--- config.mk ---
export PLATFORM = sky130hd
export DESIGN_NAME = oam_dma_engine
export DESIGN_NICKNAME = d
export VERILOG_FILES = /design/src/rtl/oam_dma_engine.sv
export SDC_FILE = /design/constraint.sdc
export NUM_CORES = 1
export LEC_CHECK = 0
export ABC_AREA = 0
export CORE_AREA = 2 2 65 67
export CTS_CLUSTER_DIAMETER = 150
export DETAILED_ROUTE_END_ITERATION = 10
export DIE_AREA = 0 0 67 69
export DONT_BUFFER_PORTS = 1
export PLACE_DENSITY_LB_ADDON = 0.3
export SKIP_LAST_GASP = 1
export SLEW_MARGIN = 20
export SYNTH_ARGS = -nofsm -noshare
export SYNTH_HDL_FRONTEND = slang
export SYNTH_SLANG_ARGS = --single-unit
--- constraint.sdc ---
create_clock -name clock -period 2.3 [get_ports clock]
set_clock_uncertainty 0.05 [all_clocks]
set_input_delay 0.46 -clock clock [delete_from_list [all_inputs] [get_ports clock]]
set_output_delay 0.46 -clock clock [all_outputs]
set_load 0.05 [all_outputs]
--- src/rtl/oam_dma_engine.sv ---
// oam_dma_engine: sprite-attribute DMA engine.
// Copies LENGTH bytes from source page {page, idx} into OAM. It issues one
// source read, waits for the registered read data, then writes that byte into
// OAM. Byte issue is paced by the machine-cycle enable 'ce'. A start pulse
// restarts a transfer from any state, and all outputs are registered.

module oam_dma_engine #(
  parameter int LENGTH    = 160,
  parameter int OAM_AW    = 8,
  parameter int ECHO_FOLD = 1
) (
  input  logic              clock,
  input  logic              reset_n,
  input  logic              ce,
  input  logic              start,
  input  logic [7:0]        src_hi,
  output logic [15:0]       src_addr,
  output logic              src_rd,
  input  logic [7:0]        src_data,
  output logic [OAM_AW-1:0] oam_addr,
  output logic [7:0]        oam_data,
  output logic              oam_wren,
  output logic              busy,
  output logic              done
);

  typedef enum logic [2:0] {
    IDLE,
    ARM,
    ISSUE,
    WAIT,
    CAPTURE
  } state_t;

  localparam logic [7:0] LAST_IDX = 8'(LENGTH - 1);

  state_t            state, state_nxt;
  logic [7:0]        idx, idx_nxt;
  logic [7:0]        page, page_nxt;
  logic [15:0]       src_addr_nxt;
  logic              src_rd_nxt;
  logic [OAM_AW-1:0] oam_addr_nxt;
  logic [7:0]        oam_data_nxt;
  logic              oam_wren_nxt;
  logic              busy_nxt;
  logic              done_nxt;

  // Pages E0..FF mirror C0..DF (echo RAM) when folding is enabled.
  function automatic logic [7:0] fold(input logic [7:0] x);
    if ((ECHO_FOLD != 0) && (x >= 8'hE0))
      return x - 8'h20;
    else
      return x;
  endfunction

  // Next-state and next-output decode. A start pulse overrides every state,
  // including the completion step in CAPTURE, so the in-flight byte is dropped.
  always_comb begin
    state_nxt    = state;
    idx_nxt      = idx;
    page_nxt     = page;
    src_addr_nxt = src_addr;
    src_rd_nxt   = 1'b0;
    oam_addr_nxt = oam_addr;
    oam_data_nxt = oam_data;
    oam_wren_nxt = 1'b0;
    busy_nxt     = busy;
    done_nxt     = 1'b0;

    if (start) begin
      page_nxt  = fold(src_hi);
      idx_nxt   = 8'd0;
      busy_nxt  = 1'b1;
      state_nxt = ARM;
    end else begin
      case (state)
        IDLE: begin
          state_nxt = IDLE;
        end
        ARM: begin
          if (ce)
            state_nxt = ISSUE;
        end
        ISSUE: begin
          if (ce) begin
            src_addr_nxt = {page, idx};
            src_rd_nxt   = 1'b1;
            state_nxt    = WAIT;
          end
        end
        WAIT: begin
          state_nxt = CAPTURE;
        end
        CAPTURE: begin
          oam_addr_nxt = OAM_AW'(idx);
          oam_data_nxt = src_data;
          oam_wren_nxt = 1'b1;
          if (idx == LAST_IDX) begin
            done_nxt  = 1'b1;
            busy_nxt  = 1'b0;
            state_nxt = IDLE;
          end else begin
            idx_nxt   = idx + 8'd1;
            state_nxt = ISSUE;
          end
        end
        default: begin
          state_nxt = IDLE;
        end
      endcase
    end
  end

  // State and output registers with synchronous active-low reset.
  always_ff @(posedge clock) begin
    if (!reset_n) begin
      state    <= IDLE;
      idx      <= 8'd0;
      page     <= 8'd0;
      src_addr <= 16'd0;
      src_rd   <= 1'b0;
      oam_addr <= '0;
      oam_data <= 8'd0;
      oam_wren <= 1'b0;
      busy     <= 1'b0;
      done     <= 1'b0;
    end else begin
      state    <= state_nxt;
      idx      <= idx_nxt;
      page     <= page_nxt;
      src_addr <= src_addr_nxt;
      src_rd   <= src_rd_nxt;
      oam_addr <= oam_addr_nxt;
      oam_data <= oam_data_nxt;
      oam_wren <= oam_wren_nxt;
      busy     <= busy_nxt;
      done     <= done_nxt;
    end
  end

endmodule
==> summary.txt, run 1 <==
Outcome
  • Run status: completed

Die
  • Die ar.: 4623 µm²
  • Placement Rows: 23
  • Chip width: 67 µm
  • Boundary pin count: 56
  • Initial cell density of the core: 59.43%
  • Vert. Die Dim: 69 µm
  • Core area: 3914 µm²

Drt
  • Post-detailed-routing wire length: 4.522 mm
  • Number of detailed-route iterations in the first pass: 4
  • DRC Markers: 0
  • Routed via count: 1752
  • Detail-routed via count per cell: 5.879
  • Routed wire length per instance: 15.17 µm
  • Number of routed nets with antenna violations: 0
  • Drt initial violations: 92

Timing
  • Final hold viol count: 0
  • Pin slew with the least headroom to its limit: 0.6383 ns
  • Total Negative Setup Slacks: 0 ns
  • Min cycle time layout: 1.744 ns
  • Number of failing setup endpoints in the final timing report: 0
  • Worst slew slack as a fraction of its limit: 57.32%
  • Final worst-path cycle share: 75.84%
  • RSZ-0062 raised after global routing: false
  • Highest Clock Rate: 0.5733 GHz
  • Final-report max-slew violation count: 0

Setup path
  • Setup crit end kind: register
  • Start of the worst register-to-register path: state[2]
  • CP required: 2.49 ns
  • Reg2Reg Depth: 3
  • Critical path peak fanout: 10
  • Crit path kind: reg -> reg
  • Arr. time, crit path: 1.94 ns
  • Terminus of the critical flop-to-flop path: idx[6]
  • Startpoint type of the worst setup path: register
  • Register-to-register setup slack: 0.56 ns

Clock network
  • Count of H-tree levels built during CTS: 2
  • Cts-stage hold buffer count: 0
  • Root buffer selected by CTS: clkbuf_8
  • Clock-pin slew on the worst setup and hold paths: 0.09 ns
  • Post-CTS setup-driven buffer insertion count: 0
  • Largest buffer count on any clock path: 2
  • Inserted Clock Buffers: 5
  • CTS tree: done
  • Clock sink count: 55
  • Worst-skew pair later-pin latency: 0.30 ns
  • Number of gates given a new drive strength after cts: 0

Layout
  • Area added between synthesis and finish: 2.905%
  • Fraction of layout instances using a drive strength above 1: 6.855%
  • Layout Cells excl Fill: 298
  • Total inserted antenna cells: 0
  • Filler cell count: 360
  • Nets: 269

Pwr
  • Worst vdd ir: 487.5 µV
  • Net load switching power: 329.6 µW
  • Proportion of power drawn by combinational gates: 3.3%
  • Pwr per Cell Area: 666.9 nW/µm²
  • Sequential power share: 61.4%
  • Sw Ratio: 20.65%
  • Static Leakage: 0.7819 nW
  • Clock share of power: 35.3%
  • Pint: 1.267 mW

Synth
  • Largest family of logic cells by synthesized area: simple AND/OR/NAND/NOR gates
  • Most used flip-flop cell after synthesis: dfxtp_1
  • Syn_nets: 285
  • Post-synthesis instance area: 2326 µm²
  • Fraction of the mapped netlist area in compound gates: 19.63%
  • Number of enable-type register cells in the synthesized netlist: 0
  • Post-synthesis area per instance: 8.844 µm²
  • Sequential-to-total area share from yosys stat: 47.34%
  • Share of synthesized area spent on multiplexers: 3.873%
  • Adder-Cell Fraction of Synth Area: 1.076%
  • Yosys warning total: 0
  • Post-synthesis xor/xnor area fraction: 0%
  • Synthesized-area fraction occupied by and/or/nand/nor cells: 22.70%
  • Asr flop ratio synth: 0%
  • Synthesis-stage register bit count: 55
  • Post-synthesis instance total: 263
  • Count of distinct cell types in the synthesized netlist: 43

Worst hold path
  • Worst hold stages: 1
  • Critical hold path startpoint: start
  • Endpoint with the worst hold slack: state[0]
  • Path category of the worst min-delay check: in -> reg

GRT
  • Global-route wire length before repair: 7.396 mm
  • Global route overflow: 0
  • M1 GR Usage: 27.75%
  • Maximum number of pins on one net before global-route repair: 47
  • Total Routing Usage GR: 20.20%
  • Global routing met3 resource utilization: 6.036%
  • Initial antenna violation count: 0
  • Via count of the first global-routing pass: 1589
  • Met2 track demand over resource in global routing: 29.15%
  • Layer carrying the most global-route usage: met2

Placed design
  • Number of input and output port buffers inserted: 0
  • Final GP Congestion: 0.8180
  • Dpl cells: 290
  • Placed wire-length estimate after detailed placement: 2.973 mm

Flow run
  • Max-capacitance violation count: 0
-- cells by family after synthesis --
group / Yosys count
adder cells (fa/ha/maj): 2
multiplexers: 9
AO/OA/AOI/OAI: 67
buffers and inverters: 28
AND/OR/NAND/NOR: 102
flip-flops: 55
-- power by group through the flow --
stage / clock network (mW) / registers [mW] / logic, mW
detailed placement: 0 / 1.00 / 0.0523
global route: 0.616 / 0.983 / 0.0572
CTS: 0.580 / 0.980 / 0.0525
global placement: 0 / 1.00 / 0.0511
floorplan: 0 / 0.997 / 0.0626
finish: 0.564 / 0.980 / 0.0522
-- cell type report --
cell class | count | area (µm²) | share of cell area (%)
multi-input combinational | 180 | 1100 | 45.95
sequential | 55 | 1101 | 46.00
inverter | 2 | 7.507 | 0.3136
timing repair buffer | 3 | 22.52 | 0.9409
tap | 50 | 62.56 | 2.614
clock buffer | 8 | 100.1 | 4.182
-- worst max-delay path, stage by stage (launching register included) --
cell	delay, ns
dfxtp_1	0.48
or3b_1	0.48
or4_1	0.52
a21oi_1	0.14
-- worst max path at each step --
stage / from / endpoint / slack (ns) / depth (start not counted)
finish: state[2] / idx[6] / 0.56 / 3
global route: state[1] / src_addr[10] / 0.45 / 3
CTS: state[2] / idx[6] / 0.58 / 3
detailed placement: start / oam_data[3] / 0.59 / 3
global placement: start / oam_addr[6] / 0.61 / 3
floorplan: start / oam_addr[0] / 0.42 / 6
-- synth_stat cells (all sizes together), types with 2 or more instances --
master / number / area (µm²)
dfxtp: 55 / 1101
a211oi: 3 / 22.52
a22o: 2 / 17.52
buf: 7 / 45.03
nor2: 4 / 15.01
nand3: 26 / 130.1
nand2: 41 / 153.9
clkbuf: 19 / 72.56
mux2i: 9 / 90.09
nand2b: 7 / 43.79
a31oi: 2 / 12.51
a21boi: 35 / 262.8
and3: 2 / 13.77
a21oi: 3 / 15.01
and2: 2 / 12.51
o21ai: 17 / 85.08
inv: 2 / 7.510
nor2b: 6 / 37.54
ha: 2 / 25.02
or3b: 2 / 17.52
-- sequential cells by signal, summed over array words and instances, names as in the netlist --
register  flops
busy          1
oam_wren      1
oam_addr      8
idx           8
src_addr     16
state         3
done          1
src_rd        1
page          8
oam_data      8
-- cells in the final DEF, fill, tap and decap left out, types with 2 or more instances in the layout --
cell,netlist,routed
a22o_1,2,2
nand3_1,26,26
a21boi_0,35,35
nor2_1,4,4
nand2_1,41,41
a211oi_1,3,3
inv_1,2,2
buf_4,2,3
o21ai_0,17,17
mux2i_1,9,9
and2_1,2,2
nor2b_1,6,6
clkbuf_8,0,7
a21oi_1,3,3
nand2b_1,7,7
ha_1,2,2
a31oi_1,2,2
dfxtp_1,55,55
-- per-stage QoR --
stage          worst slack (ns)  cell area (µm²)  util, %  hold slack [ns]  total power [mW]
6_report                 0.5556             2394    61.16           0.2272             1.596
5_1_grt                  0.4548             2394    61.16           0.2232             1.657
4_1_cts                  0.5798             2394    61.16           0.2168             1.612
3_5_place_dp             0.5893             2293    58.60           0.4184             1.055
3_3_place_gp             0.6114             2293    58.60           0.4130             1.053
2_1_floorplan            0.4159             2326        -           0.4015             1.060
-- metal layers --
metal | vias up | wire length, µm
met3 | 10 | 361
met2 | 68 | 1988
met1 | 797 | 2096
li1 | 877 | -
met5 | - | 0
met4 | 0 | 75
No activity file was read; power rests on OpenSTA's default activity.
==> run 2, diff against run 1 <==
ABC_AREA = 1   (was 0)
CORE_AREA = 2 2 63 65   (was 2 2 65 67)
DIE_AREA = 0 0 65 67   (was 0 0 67 69)
clock period = 1.8 ns   (was 2.3 ns; I/O delays follow)
==> run 2 against run 1 <==
Net effect:
- routed wire length down 7.7%
- core utilization up 0.85 points
- sequential share of layout area up 3.3 points
- clock power up 14%
- synthesized area down 7.4%
- first-iteration DRC count up 45%
- hold slack worse by 0.11 ns
- global-route usage up 0.62 points
- critical path type unchanged
- largest cell class unchanged
- largest power group unchanged
==> summary.txt, run 2 <==
Clock network
  • Inserted Clock Buffers: 5 (unchanged)
  • Worst-skew pair later-pin latency: 0.30 ns (about the same)
  • Count of H-tree levels built during CTS: 2 (unchanged)
  • Clock-pin slew on the worst setup and hold paths: 0.09 ns (about the same)
  • CTS tree: done
  • Cts-stage hold buffer count: 0 (unchanged)
  • Number of gates given a new drive strength after cts: 0 (unchanged)
  • Clock sink count: 55 (unchanged)
  • Largest buffer count on any clock path: 2 (unchanged)
  • Post-CTS setup-driven buffer insertion count: 0 (unchanged)
  • Root buffer selected by CTS: clkbuf_8

Timing
  • Final worst-path cycle share: 86.87% (+11 points)
  • Final-report max-slew violation count: 0 (unchanged)
  • Worst slew slack as a fraction of its limit: 42.14% (-15 points)
  • Pin slew with the least headroom to its limit: 0.8648 ns (+0.2265 ns)
  • Highest Clock Rate: 0.6395 GHz (+12%)
  • Min Hold Slack: 0.1203 ns (-0.1069 ns)
  • Total Negative Setup Slacks: 0 ns (unchanged)
  • Min cycle time layout: 1.564 ns (-0.1808 ns)
  • RSZ-0062 raised after global routing: false
  • Number of failing setup endpoints in the final timing report: 0 (unchanged)
  • Final hold viol count: 0 (unchanged)

Flow run
  • Max-capacitance violation count: 0 (unchanged)

Synth
  • Area share of the largest cell type after synthesis: 51.13% (+3.8 points)
  • Most used flip-flop cell after synthesis: dfxtp_1
  • Area contributors post-synth: dfxtp_1 51%, nand2_1 9.6%, nor2_1 8.2%
  • Synth cell count leaders: 55 x dfxtp_1, 55 x nand2_1, 47 x nor2_1, 27 x nand3_1, 21 x a21oi_1
  • Post-synthesis instance total: 278 (+5.7%)
  • Most area-hungry cell type in the Yosys netlist: dfxtp_1
  • Post-synthesis area per instance: 7.746 µm² (-12%)
  • Sequential-to-total area share from yosys stat: 51.13% (+3.8 points)
  • Count of distinct cell types in the synthesized netlist: 26 (-40%)
  • Syn_nets: 300 (+5.3%)
  • Yosys warning total: 0 (unchanged)
  • Post-synthesis instance area: 2153 µm² (-7.4%)
  • Asr flop ratio synth: 0% (unchanged)
  • Number of enable-type register cells in the synthesized netlist: 0 (unchanged)
  • Synthesis-stage register bit count: 55 (unchanged)

Layout
  • Leading cell type in the layout, fill and taps excluded: nand2_1
  • Most flop-heavy register: src_addr
  • Area added between synthesis and finish: 3.835%
  • Total inserted antenna cells: 0 (unchanged)
  • Fraction of layout instances using a drive strength above 1: 6.909% (+0.054 points)
  • Commonest non-fill, non-tap cells in the layout: 55 x nand2_1, 54 x dfxtp_1, 47 x nor2_1, 27 x nand3_1, 21 x a21oi_1
  • Nets: 296 (+10%)
  • Layout Cells excl Fill: 323 (+8.4%)
  • Max FFs per register: 16 (unchanged)
  • Post-layout util: 62.01% (+0.85 points)

GRT
  • Total Routing Usage GR: 20.82% (+0.62 points)
  • Global-route wire length before repair: 6.975 mm (-5.7%)
  • Global route overflow: 0 (unchanged)
  • Via count of the first global-routing pass: 1540 (-3.1%)
  • Maximum number of pins on one net before global-route repair: 20 (-57%)
  • Initial antenna violation count: 0 (unchanged)

Setup path
  • Reg2Reg Depth: 9 (+6)
  • CP required: 1.99 ns (-0.50 ns)
  • Crit path kind: reg -> reg
  • Critical path cell sequence: ha_1 -> nand3_1 -> inv_2 -> nand2_1 -> nand2_2 -> inv_1 -> nand2_1 -> nand2_1 -> nor2_1
  • Crit path largest cell delay: 0.44 ns (-0.08 ns)
  • Arr. time, crit path: 1.75 ns (-0.19 ns)
  • Cell seen most often among critical-path stages: nand2_1
  • Setup crit end kind: register
  • Critical path peak fanout: 7 (-3)
  • Slowest library cell on the worst path: dfxtp_1
  • Startpoint type of the worst setup path: register

Drt
  • Routed wire length per instance: 12.93 µm (-15%)
  • Highest routed layer: met4
  • Number of detailed-route iterations in the first pass: 4 (unchanged)
  • Met1 layer wirelength in the final routing: 1.890 mm (-9.8%)
  • Met3 Wirelength: 259 µm (-28%)
  • Number of routed nets with antenna violations: 0 (unchanged)
  • Detail-routed via count per cell: 5.347 (-9.1%)
  • Drt initial violations: 133 (+45%)
  • Wire length on met2: 1.966 mm (-1.1%)
  • Routed via count: 1727 (-1.4%)
  • Post-detailed-routing wire length: 4.176 mm (-7.7%)
  • DRC Markers: 0 (unchanged)

Pwr
  • Tot Pwr: 1.996 mW (+25%)
  • Static Leakage: 0.8512 nW (+8.9%)
  • Pwr per Cell Area: 892.9 nW/µm² (+34%)
  • Worst vdd ir: 621.4 µV (+27%)

Placed design
  • Dpl cells: 315 (+8.6%)
  • Placed wire-length estimate after detailed placement: 3.013 mm (+1.4%)
  • Number of input and output port buffers inserted: 0 (unchanged)
  • Final GP Congestion: 0.8294 (+1.4%)

Worst hold path
  • Path category of the worst min-delay check: in -> reg
  • Worst hold stages: 2 (+1)

Die
  • Die ar.: 4355 µm² (-5.8%)
  • Placement Rows: 22 (-4.3%)
  • Vert. Die Dim: 67 µm (-2.9%)
  • Core area: 3606 µm² (-7.9%)
  • Boundary pin count: 56 (unchanged)
  • Chip width: 65 µm (-3.0%)
  • Initial cell density of the core: 59.72% (+0.28 points)

Outcome
  • Run status: completed
-- run 2: layout make-up --
| class | count | area [µm²] |
|---|---|---|
| Timing Repair Buffer | 2 | 15.01 |
| Tap cell | 48 | 60.06 |
| Clock inverter | 1 | 5.005 |
| Fill cell | 321 | 1370 |
| Clock buffer | 7 | 76.32 |
| Inverter | 22 | 82.58 |
| Sequential cell | 55 | 1102 |
| Multi-Input combinational cell | 188 | 894.6 |
-- run 2: path summary, 6_finish.rpt --
| path | slack, ns | start | endpoint |
|---|---|---|---|
| max | 0.24 | idx[1] | idx[0] |
| min | 0.12 | src_hi[0] | page[0] |
| max reg2reg | 0.24 | idx[1] | idx[0] |
| min reg2reg | 0.40 | page[7] | src_addr[15] |
-- run 2: power by group --
group / leakage [nW] / internal, mW / switching [mW]
Sequential: 0.446 / 1.24 / 0.0385
Clock: 0.0422 / 0.274 / 0.371
Combinational: 0.363 / 0.0276 / 0.0496
Total: 0.851 / 1.54 / 0.459
-- run 2: layer usage --
| layer | global-route usage (%) | vias to the layer above |
|---|---|---|
| li1 | - | 891 |
| met5 | 0 | - |
| met3 | 7.095 | 5 |
| met2 | 33.63 | 44 |
| met4 | 7.181 | 0 |
| met1 | 25.90 | 787 |
-- run 2: logic make-up (layout without fill, tap and decap cells) --
family / count (synthesis) / in the layout / synth area share (%)
AND/OR/NAND/NOR: 136 / 136 / 26.90
flip-flops: 55 / 55 / 51.13
AO/OA/AOI/OAI: 48 / 48 / 12.67
buffers and inverters: 35 / 32 / 7.321
adder cells (fa/ha/maj): 2 / 2 / 1.162
XOR/XNOR: 2 / 2 / 0.8136
-- run 2: worst max-delay path: cells and delay by family (launching register included) --
kind / cells / cell delay (ns)
DFF: 1 / 0.44
buffers and inverters: 2 / 0.23
and+or+nand+nor: 6 / 0.55
adders and majority gates: 1 / 0.23
-- run 2: stage by stage --
stage | instance area [µm²] | worst slack [ns]
2_1_floorplan | 2153 | 0.4890
3_3_place_gp | 2153 | 0.2381
3_5_place_dp | 2153 | 0.2444
4_1_cts | 2235 | 0.2267
5_1_grt | 2236 | 0.05259
6_report | 2236 | 0.2363
==> run 3, diff against run 2 <==
CORE_AREA = 2 2 70 72   (was 2 2 63 65)
DIE_AREA = 0 0 72 74   (was 0 0 65 67)
==> run 3 against run 2 <==
Net effect:
- setup slack got worse by 0.012 ns
- hold slack worse by 0.011 ns
- critical path type unchanged
- via count is 2.3% lower
- highest routed layer unchanged
==> summary.txt, run 3 (synthesized netlist as in run 2, its figures left out) <==
Clock network
  • Root buffer selected by CTS: clkbuf_8
  • Number of gates given a new drive strength after cts: 0 (unchanged)
  • Clock-pin slew on the worst setup and hold paths: 0.10 ns (about the same)
  • Post-CTS setup-driven buffer insertion count: 0 (unchanged)
  • CTS tree: done
  • Cts-stage hold buffer count: 0 (unchanged)
  • Count of H-tree levels built during CTS: 2 (unchanged)
  • Inserted Clock Buffers: 5 (unchanged)
  • Clock sink count: 55 (unchanged)
  • Worst-skew pair later-pin latency: 0.31 ns (about the same)
  • Largest buffer count on any clock path: 2 (unchanged)

Die
  • Core area: 4598 µm² (+28%)
  • Vert. Die Dim: 74 µm (+10%)
  • Die ar.: 5328 µm² (+22%)
  • Boundary pin count: 56 (unchanged)
  • Placement Rows: 25 (+14%)
  • Chip width: 72 µm (+11%)
  • Initial cell density of the core: 46.83% (-13 points)

Drt
  • Detail-routed via count per cell: 5.128 (-4.1%)
  • Number of detailed-route iterations in the first pass: 4 (unchanged)
  • Number of routed nets with antenna violations: 0 (unchanged)
  • Drt initial violations: 62 (-53%)
  • Routed wire length per instance: 12.98 µm (+0.43%)
  • Post-detailed-routing wire length: 4.272 mm (+2.3%)
  • Routed via count: 1687 (-2.3%)
  • DRC Markers: 0 (unchanged)

Timing
  • Final hold viol count: 0 (unchanged)
  • Pin slew with the least headroom to its limit: 0.5379 ns (-0.3268 ns)
  • Final worst-path cycle share: 87.51% (+0.64 points)
  • PnR worst setup slack: 0.2248 ns (-0.01154 ns)
  • Highest Clock Rate: 0.6348 GHz (-0.73%)
  • Number of failing setup endpoints in the final timing report: 0 (unchanged)
  • RSZ-0062 raised after global routing: false
  • Worst slew slack as a fraction of its limit: 64.09% (+22 points)
  • Final-report max-slew violation count: 0 (unchanged)
  • Total Negative Setup Slacks: 0 ns (unchanged)
  • Min cycle time layout: 1.575 ns (+0.01154 ns)

Layout
  • Commonest non-fill, non-tap cells in the layout: 55 x nand2_1, 55 x dfxtp_1, 47 x nor2_1, 27 x nand3_1, 21 x a21oi_1
  • Post-layout util: 49.50% (-13 points)
  • Layout Cells excl Fill: 329 (+1.9%)
  • Final Cell Area: 2276 µm² (+1.8%)
  • Most flop-heavy register: src_addr
  • Nets: 296 (unchanged)
  • Fraction of layout instances using a drive strength above 1: 7.273% (+0.36 points)
  • Total inserted antenna cells: 0 (unchanged)
  • Max FFs per register: 16 (unchanged)
  • Area added between synthesis and finish: 5.694%
  • Filler cell count: 459 (+43%)

Pwr
  • Worst vdd ir: 481.6 µV (-22%)
  • Static Leakage: 0.8636 nW (+1.5%)
  • Pwr per Cell Area: 957.0 nW/µm² (+7.2%)

Placed design
  • Standard cell area after detailed placement: 2161 µm² (+0.35%)
  • DP Worst Slack: 0.2538 ns (+0.009317 ns)
  • Number of input and output port buffers inserted: 0 (unchanged)
  • Final GP Congestion: 0.8128 (-2.0%)
  • Placed wire-length estimate after detailed placement: 3.058 mm (+1.5%)
  • Dpl cells: 321 (+1.9%)

Setup path
  • Crit path kind: reg -> reg
  • CP required: 2.00 ns (about the same)
  • Critical path peak fanout: 7 (unchanged)
  • Setup crit end kind: register
  • Register-to-register setup slack: 0.22 ns (about the same)
  • Arr. time, crit path: 1.78 ns (+0.03 ns)
  • Startpoint type of the worst setup path: register

Worst hold path
  • Path category of the worst min-delay check: in -> reg

GRT
  • Via count of the first global-routing pass: 1433 (-6.9%)
  • Total Routing Usage GR: 16.07% (-4.7 points)
  • Initial antenna violation count: 0 (unchanged)
  • Global-route wire length before repair: 6.713 mm (-3.8%)
  • Maximum number of pins on one net before global-route repair: 20 (unchanged)
  • Global route overflow: 0 (unchanged)

Outcome
  • Run status: completed

Flow run
  • Max-capacitance violation count: 0 (unchanged)
==> run 3: changes by cell type in the layout (fill, tap and decap cells not counted), sizes merged <==
cell / previous run / this run
bufinv: 0 / 1
clkbuf: 7 / 5
clkinv: 1 / 0
clkinvlp: 0 / 1
inv: 22 / 23
==> run 3: final cells by class <==
class | count | area [µm²] | share of cell area, %
Clock buffer | 5 | 68.82 | 3.024
Clock inverter | 3 | 46.29 | 2.034
Inverter | 22 | 82.58 | 3.628
Multi-Input combinational cell | 188 | 894.6 | 39.31
Sequential cell | 55 | 1101 | 48.38
Tap cell | 54 | 67.56 | 2.969
Timing Repair Buffer | 2 | 15.01 | 0.6597
==> run 3: power breakdown <==
group	internal, mW	switching, mW	total, mW
logic	0.0274	0.0507	0.0781
clock network	0.419	0.406	0.825
registers	1.24	0.0384	1.27
total	1.68	0.495	2.18
==> run 3: per-layer routing <==
layer	vias up	track usage, %	share of wire [%]
met5	-	0	0
met4	0	6.289	1.6
met3	6	4.336	4.9
met2	34	26.54	48
met1	757	20.22	45
li1	890	-	-
==> run 3: path summary, 6_finish.rpt <==
| path | from | endpoint | cells past startpoint |
|---|---|---|---|
| worst max-delay path | idx[0] | idx[0] | 9 |
| worst min-delay path | src_hi[0] | page[0] | 2 |
| worst max register to register | idx[0] | idx[0] | 9 |
| worst min register to register | page[7] | src_addr[15] | 2 |
==> run 3: stage by stage <==
step	hold slack, ns	power, mW
3_3_place_gp	0.3967	1.380
4_1_cts	0.1039	2.197
2_1_floorplan	0.3773	1.370
5_1_grt	0.09586	2.256
3_5_place_dp	0.3970	1.383
6_report	0.1090	2.178
==> run 3: critical path: stages, from the launching register on <==
cell	delay, ns
dfxtp_1	0.46
ha_1	0.23
nand3_1	0.14
inv_2	0.10
nand2_1	0.06
nand2_2	0.13
inv_1	0.14
nand2_1	0.08
nand2_1	0.05
nor2_1	0.09
